[config.mk]
export PLATFORM = sky130hd
export DESIGN_NAME = sie_boundary_detector
export DESIGN_NICKNAME = d
export VERILOG_FILES = /design/src/rtl/sie_boundary_detector.sv
export SDC_FILE = /design/constraint.sdc
export NUM_CORES = 2
export LEC_CHECK = 0
export ABC_AREA = 1
export BUFFER_PORTS_ARGS = -buffer_cell sky130_fd_sc_hd__buf_2
export CAP_MARGIN = 20
export CORE_MARGIN = 4
export CORE_UTILIZATION = 56
export CTS_CLUSTER_SIZE = 16
export DETAILED_ROUTE_END_ITERATION = 8
export MAX_ROUTING_LAYER = met4
export PLACE_DENSITY_LB_ADDON = 0.3
export SYNTH_ARGS = -nofsm -noshare
export SYNTH_HDL_FRONTEND = slang
export SYNTH_SLANG_ARGS = --single-unit
[constraint.sdc]
create_clock -name clk -period 9 [get_ports clk]
set_input_delay 0.9 -clock clk [delete_from_list [all_inputs] [get_ports clk]]
set_output_delay 0.9 -clock clk [all_outputs]
set_load 0.005 [all_outputs]
[src/rtl/sie_boundary_detector.sv]
// rtl/sie_boundary_detector.sv - SIE ignition event detector on the boundary amplitude stream
//
// Purpose: tracks a slow EMA baseline of the (non-negative) boundary amplitude and
// declares an ignition event once the amplitude stays above thresh_on x baseline
// for ONSET_HOLD consecutive samples. The event ends when the amplitude drops
// below thresh_off x baseline (hysteresis) or after MAX_IGNITE samples, and is
// followed by REFRACT_CYCLES ignored samples.
//
// Optional feature macro: SIE_DURATION_STATS_EN (adds last_duration, timeout_flag).
//
// Ports:
//   clk                 system clock
//   rst_n               asynchronous active-low reset
//   clk_en              sample strobe; all state advances only when high
//   boundary_amplitude  signed Q(WIDTH-FRAC).FRAC amplitude sample
//   thresh_on           onset ratio, Q.FRAC
//   thresh_off          exit ratio, Q.FRAC (<= thresh_on)
//   ignition            high while IGNITED
//   ignition_pulse      one clk pulse on entry to IGNITED
//   det_state           0 WARMUP, 1 QUIET, 2 ONSET, 3 IGNITED, 4 REFRACT
//   baseline            current EMA baseline
//   peak_amp            peak amplitude of current or last ignition
//   event_count         ignitions since reset, saturating
//   last_duration       (macro) IGNITED length in samples of last event, saturating
//   timeout_flag        (macro) last event ended by timeout
//
// ONSET_HOLD is expected to be >= 2 (the first above-threshold sample only enters ONSET).

module sie_boundary_detector #(
  parameter int WIDTH          = 18,
  parameter int FRAC           = 14,
  parameter int BASE_SHIFT     = 6,
  parameter int WARMUP_CYCLES  = 64,
  parameter int ONSET_HOLD     = 8,
  parameter int MAX_IGNITE     = 1024,
  parameter int REFRACT_CYCLES = 32,
  parameter int MIN_BASE       = 164
) (
  input  logic                    clk,
  input  logic                    rst_n,
  input  logic                    clk_en,
  input  logic signed [WIDTH-1:0] boundary_amplitude,
  input  logic signed [WIDTH-1:0] thresh_on,
  input  logic signed [WIDTH-1:0] thresh_off,
  output logic                    ignition,
  output logic                    ignition_pulse,
  output logic [2:0]              det_state,
  output logic signed [WIDTH-1:0] baseline,
  output logic signed [WIDTH-1:0] peak_amp,
  output logic [15:0]             event_count
`ifdef SIE_DURATION_STATS_EN
  ,
  output logic [15:0]             last_duration,
  output logic                    timeout_flag
`endif
);

  localparam logic [2:0] ST_WARMUP  = 3'd0;
  localparam logic [2:0] ST_QUIET   = 3'd1;
  localparam logic [2:0] ST_ONSET   = 3'd2;
  localparam logic [2:0] ST_IGNITED = 3'd3;
  localparam logic [2:0] ST_REFRACT = 3'd4;

  // Wide enough for (amp <<< FRAC) and baseline*thresh with no truncation.
  localparam int PW = 2 * WIDTH + 2;

  localparam int WW = (WARMUP_CYCLES  > 1) ? $clog2(WARMUP_CYCLES)      : 1;
  localparam int HW = (ONSET_HOLD     > 1) ? $clog2(ONSET_HOLD)         : 1;
  localparam int DW = (MAX_IGNITE     > 1) ? $clog2(MAX_IGNITE)         : 1;
  localparam int RW = (REFRACT_CYCLES > 0) ? $clog2(REFRACT_CYCLES + 1) : 1;

  localparam logic [WW-1:0] WARM_LAST = WW'(WARMUP_CYCLES - 1);
  localparam logic [HW-1:0] HOLD_LAST = HW'(ONSET_HOLD - 1);
  localparam logic [DW-1:0] DUR_LAST  = DW'(MAX_IGNITE - 1);
  localparam logic [RW-1:0] REF_LOAD  = RW'(REFRACT_CYCLES);
  localparam logic [WW-1:0] WW_ONE    = WW'(1);
  localparam logic [HW-1:0] HW_ONE    = HW'(1);
  localparam logic [DW-1:0] DW_ONE    = DW'(1);
  localparam logic [RW-1:0] RW_ONE    = RW'(1);

  localparam logic signed [WIDTH-1:0] MIN_BASE_V = WIDTH'(MIN_BASE);

  logic [WW-1:0] warm_cnt;
  logic [HW-1:0] hold_cnt;
  logic [DW-1:0] dur_cnt;
  logic [RW-1:0] ref_cnt;

  // Negative amplitudes carry no ignition energy; treat them as zero.
  logic signed [WIDTH-1:0] amp;
  assign amp = boundary_amplitude[WIDTH-1] ? '0 : boundary_amplitude;

  // Ratio tests done as cross-multiplication so no division is needed.
  logic signed [PW-1:0] amp_scaled;
  logic signed [PW-1:0] on_prod;
  logic signed [PW-1:0] off_prod;
  logic                 above_on;
  logic                 below_off;

  assign amp_scaled = PW'(amp) <<< FRAC;
  assign on_prod    = PW'(baseline) * PW'(thresh_on);
  assign off_prod   = PW'(baseline) * PW'(thresh_off);
  assign above_on   = amp_scaled > on_prod;
  assign below_off  = amp_scaled < off_prod;

  // EMA step in WIDTH+1 bits; the arithmetic shift floors toward -inf, so a
  // decaying baseline always moves and is caught by the MIN_BASE floor.
  logic signed [WIDTH:0]   diff;
  logic signed [WIDTH:0]   step;
  logic signed [WIDTH:0]   ema_sum;
  logic signed [WIDTH-1:0] ema_next;
  logic signed [WIDTH-1:0] first_base;

  assign diff       = {amp[WIDTH-1], amp} - {baseline[WIDTH-1], baseline};
  assign step       = diff >>> BASE_SHIFT;
  assign ema_sum    = {baseline[WIDTH-1], baseline} + step;
  assign ema_next   = (ema_sum < $signed({1'b0, MIN_BASE_V})) ? MIN_BASE_V : ema_sum[WIDTH-1:0];
  assign first_base = (amp < MIN_BASE_V) ? MIN_BASE_V : amp;

`ifdef SIE_DURATION_STATS_EN
  // Samples spent IGNITED including the exiting one.
  logic [31:0] dur_len;
  assign dur_len = 32'(dur_cnt) + 32'd1;
`endif

  always_ff @(posedge clk or negedge rst_n) begin
    if (!rst_n) begin
      det_state      <= ST_WARMUP;
      ignition       <= 1'b0;
      ignition_pulse <= 1'b0;
      baseline       <= '0;
      peak_amp       <= '0;
      event_count    <= '0;
      warm_cnt       <= '0;
      hold_cnt       <= '0;
      dur_cnt        <= '0;
      ref_cnt        <= '0;
`ifdef SIE_DURATION_STATS_EN
      last_duration  <= '0;
      timeout_flag   <= 1'b0;
`endif
    end else begin
      // The pulse is one clk wide regardless of the sample strobe.
      ignition_pulse <= 1'b0;
      if (clk_en) begin
        case (det_state)
          ST_WARMUP: begin
            baseline <= (warm_cnt == '0) ? first_base : ema_next;
            if (warm_cnt == WARM_LAST) begin
              det_state <= ST_QUIET;
            end else begin
              warm_cnt <= warm_cnt + WW_ONE;
            end
          end

          ST_QUIET: begin
            if (above_on) begin
              det_state <= ST_ONSET;
              hold_cnt  <= HW_ONE;
            end else begin
              baseline <= ema_next;
            end
          end

          ST_ONSET: begin
            if (above_on) begin
              if (hold_cnt == HOLD_LAST) begin
                det_state      <= ST_IGNITED;
                ignition       <= 1'b1;
                ignition_pulse <= 1'b1;
                peak_amp       <= amp;
                dur_cnt        <= '0;
                hold_cnt       <= '0;
                if (event_count != 16'hFFFF) begin
                  event_count <= event_count + 16'd1;
                end
`ifdef SIE_DURATION_STATS_EN
                timeout_flag <= 1'b0;
`endif
              end else begin
                hold_cnt <= hold_cnt + HW_ONE;
              end
            end else begin
              det_state <= ST_QUIET;
              hold_cnt  <= '0;
            end
          end

          ST_IGNITED: begin
            if (amp > peak_amp) begin
              peak_amp <= amp;
            end
            dur_cnt <= dur_cnt + DW_ONE;
            if (below_off || (dur_cnt == DUR_LAST)) begin
              det_state <= ST_REFRACT;
              ignition  <= 1'b0;
              ref_cnt   <= REF_LOAD;
`ifdef SIE_DURATION_STATS_EN
              last_duration <= (dur_len > 32'd65535) ? 16'hFFFF : dur_len[15:0];
              if (dur_cnt == DUR_LAST) begin
                timeout_flag <= 1'b1;
              end
`endif
            end
          end

          ST_REFRACT: begin
            // The sample that brings ref_cnt to zero is still ignored.
            if (ref_cnt <= RW_ONE) begin
              det_state <= ST_QUIET;
              ref_cnt   <= '0;
            end else begin
              ref_cnt <= ref_cnt - RW_ONE;
            end
          end

          default: begin
            det_state <= ST_WARMUP;
            ignition  <= 1'b0;
            warm_cnt  <= '0;
            hold_cnt  <= '0;
            dur_cnt   <= '0;
            ref_cnt   <= '0;
          end
        endcase
      end
    end
  end

endmodule

==> metrics.cfg <==
[cts]
max-clock-path-buffers=2
clkSinkCount=81
clock_latency_ps=370
numCtsBuffers=9
postCtsHoldBufs=0
cts_tree=done
clk_pin_slew_ps=70
root_buffer=clkbuf_16
cts-htree-levels=3

[synthesis]
ys_seq_area_share_pct=6.14
synth_top_family_by_area=adder cells
yosys_most_used_dff=dfrtp_1
synth.area.mux_share_pct=0
synth.area.top_cells=fa_1 (40%), inv_1 (15%), nand2_1 (13%), ha_1 (11%), dfrtp_1 (6.1%)
syn-cell-area_sq_um=33000
syn_nets=5399
synth_top_cell_area_share_pct=40.0
synth_top_area_cell=fa_1
synthArstFlopShare_pct=100
synthCells=4405
yosys_warnings=0
avgSynthCellArea_sq_um=7.49
synth_compound_area_share_pct=4.40
synth_xor_area_share_pct=2.70
synth-adder-area-share_pct=50.5
yosys.area_share.simple_pct=19.6
synth_cell_type_count=56
yosys_register_bits=81
synth-edff-count=0

[drt]
totalWireLength_um=87100
dr.pass1.iters=6
num_vias=27200
post_drt_via_cell_ratio=5.22
detail_route.iter0.violations=1988
wl_per_cell_um=16.7
drt.antenna.violating_nets=0
drc_errors=0

[floorplan]
dieArea_sq_um=62900
rows=88
io_pins=114
core-area_sq_um=58000
die_w_um=251
die_h_um=251
initial_core_util_pct=56.9

[timing]
hold_violations=0
fmax_mhz=118
rsz0062_at_grt=no
fin_skew_ps=20.3
max_slew_margin_pct=34.0
slew_violations=0
period_needed_ps=8460
worst_pin_slew_ps=990
setup_viol=0
setup-tns-final_ps=0
finalCritPeriodShare_pct=94.0

[global_routing]
grt_pass1_wl_um=146000
antenna_found_initial=3
grt.overflow.total=0
grt_start_max_net_pins=70
grt_pass1_vias=28400
grt_usage_pct=29.6

[critical_path]
max_stage_delay_ps=980
critPathTopFamily=adder cells
critPathArrivalTime_ps=8710
critPathRequiredTime_ps=9250
cp_common_cell=nand3_1
path_max_fanout=31
endpoint_kind=flop
setup.worst_path.start_class=flop
crit_type=reg -> reg
crit_slowest_cell=dfrtp_2
worst-path-buf-inv=9

[place]
dp_hpwl_um=73000
portBuffers=112
gp_congestion=0.994

[cells_and_area]
syn_to_final_growth_pct=5.37
drive_above_1_share_pct=5.63
layout.nets=5430

[worst_hold_path]
hp-class=in -> async

[outcome]
status=completed

[job]
cap_violations=0

## placed cells by master (no fill, tap or decap), drive strengths merged, types with 71 or more instances in the layout
cell and n:
nand2 1168, ha 278, inv 1292, nand3 129, a21oi 121, buf 177, nor2 195, fa 659
dfrtp 81, o21ai 71
## path summary, 6_finish.rpt
| kind | slack (ps) | startpoint | cells past startpoint | endpoint |
|---|---|---|---|---|
| max reg2reg | 540 | baseline[3]$_DFFE_PN0P_ | 42 | baseline[13]$_DFFE_PN0P_ |
| min reg2reg | 500 | hold_cnt[2]$_DFFE_PN0P_ | 2 | hold_cnt[2]$_DFFE_PN0P_ |
| max | 540 | baseline[3]$_DFFE_PN0P_ | 42 | baseline[13]$_DFFE_PN0P_ |
| max in group asynchronous | 7440 | rst_n | 2 | baseline[10]$_DFFE_PN0P_ |
| min in group clk | 500 | hold_cnt[2]$_DFFE_PN0P_ | 2 | hold_cnt[2]$_DFFE_PN0P_ |
| min | 380 | rst_n | 1 | peak_amp[3]$_DFFE_PN0P_ |
## logic make-up after synthesis
| kind of cell | after synthesis |
|---|---|
| AO/OA/AOI/OAI | 253 |
| XOR/XNOR | 101 |
| adder cells (fa/ha/maj) | 937 |
| buffers and inverters | 1447 |
| flip-flops | 81 |
| other | 1 |
| AND/OR/NAND/NOR | 1585 |
## synthesized netlist by cell type (all sizes together) (2+ instances only)
cell / number
and2: 3
xnor2: 56
o21ai: 71
nand3b: 10
ha: 278
o21a: 5
buf: 49
dfrtp: 81
o22ai: 3
nor2: 195
clkinv: 3
a21boi: 2
a31oi: 3
nand3: 129
inv: 1287
fa: 659
o221ai: 2
nand2: 1168
a21oi: 121
or2: 2
o211ai: 6
a21o: 12
nor4: 6
o21bai: 11
o31ai: 9
xor2: 45
nor3: 29
clkbuf: 108
a211oi: 3
nand4: 41
## routing by layer
layer	vias to the layer above	wire length, um	GRT usage [%]
li1	12700	-	-
met1	13300	36800	40.6
met2	987	39900	46.4
met3	195	7470	4.34
met4	0	3030	8.69
met5	-	0	-
## area by class of cell
type / instances / area [sq um]
flip-flops and latches: 81 / 2040
inverters: 1290 / 4840
diodes: 3 / 7.51
fillers: 5363 / 23300
well taps: 765 / 957
multi-input cells: 2877 / 25500
clock buffers: 9 / 225
clock inverters: 7 / 83.8
repair buffers: 177 / 1110
## metrics by stage
| stage | util (%) | cells | setup slack [ps] | area, sq um | hold WS, ps |
|---|---|---|---|---|---|
| floorplan | - | 4405 | 1210 | 33000 | 457 |
| global placement | 59.3 | 5189 | 492 | 34400 | 473 |
| detailed placement | 59.3 | 5190 | 404 | 34400 | 486 |
| CTS | 59.9 | 5206 | 436 | 34700 | 375 |
| global route | 59.9 | 5209 | 9.51 | 34800 | 385 |
| finish | 59.9 | 5209 | 540 | 34800 | 379 |
## state kept, by name, summed over array words and instances, names as in the netlist, 3 cells and up
| register | flops |
|---|---|
| baseline | 18 |
| det_state | 3 |
| dur_cnt | 10 |
| event_count | 16 |
| hold_cnt | 3 |
| peak_amp | 17 |
| ref_cnt | 6 |
| warm_cnt | 6 |
## what timing repair did
| item | in CTS | in global routing |
|---|---|---|
| resized for setup | 0 | 6 |
| endpoints found under the setup margin | 0 | 41 |
| buffers inserted | 0 | 0 |
Power is not shown: default switching activity piles up to over one toggle a cycle in this logic, so the estimate is an artifact.
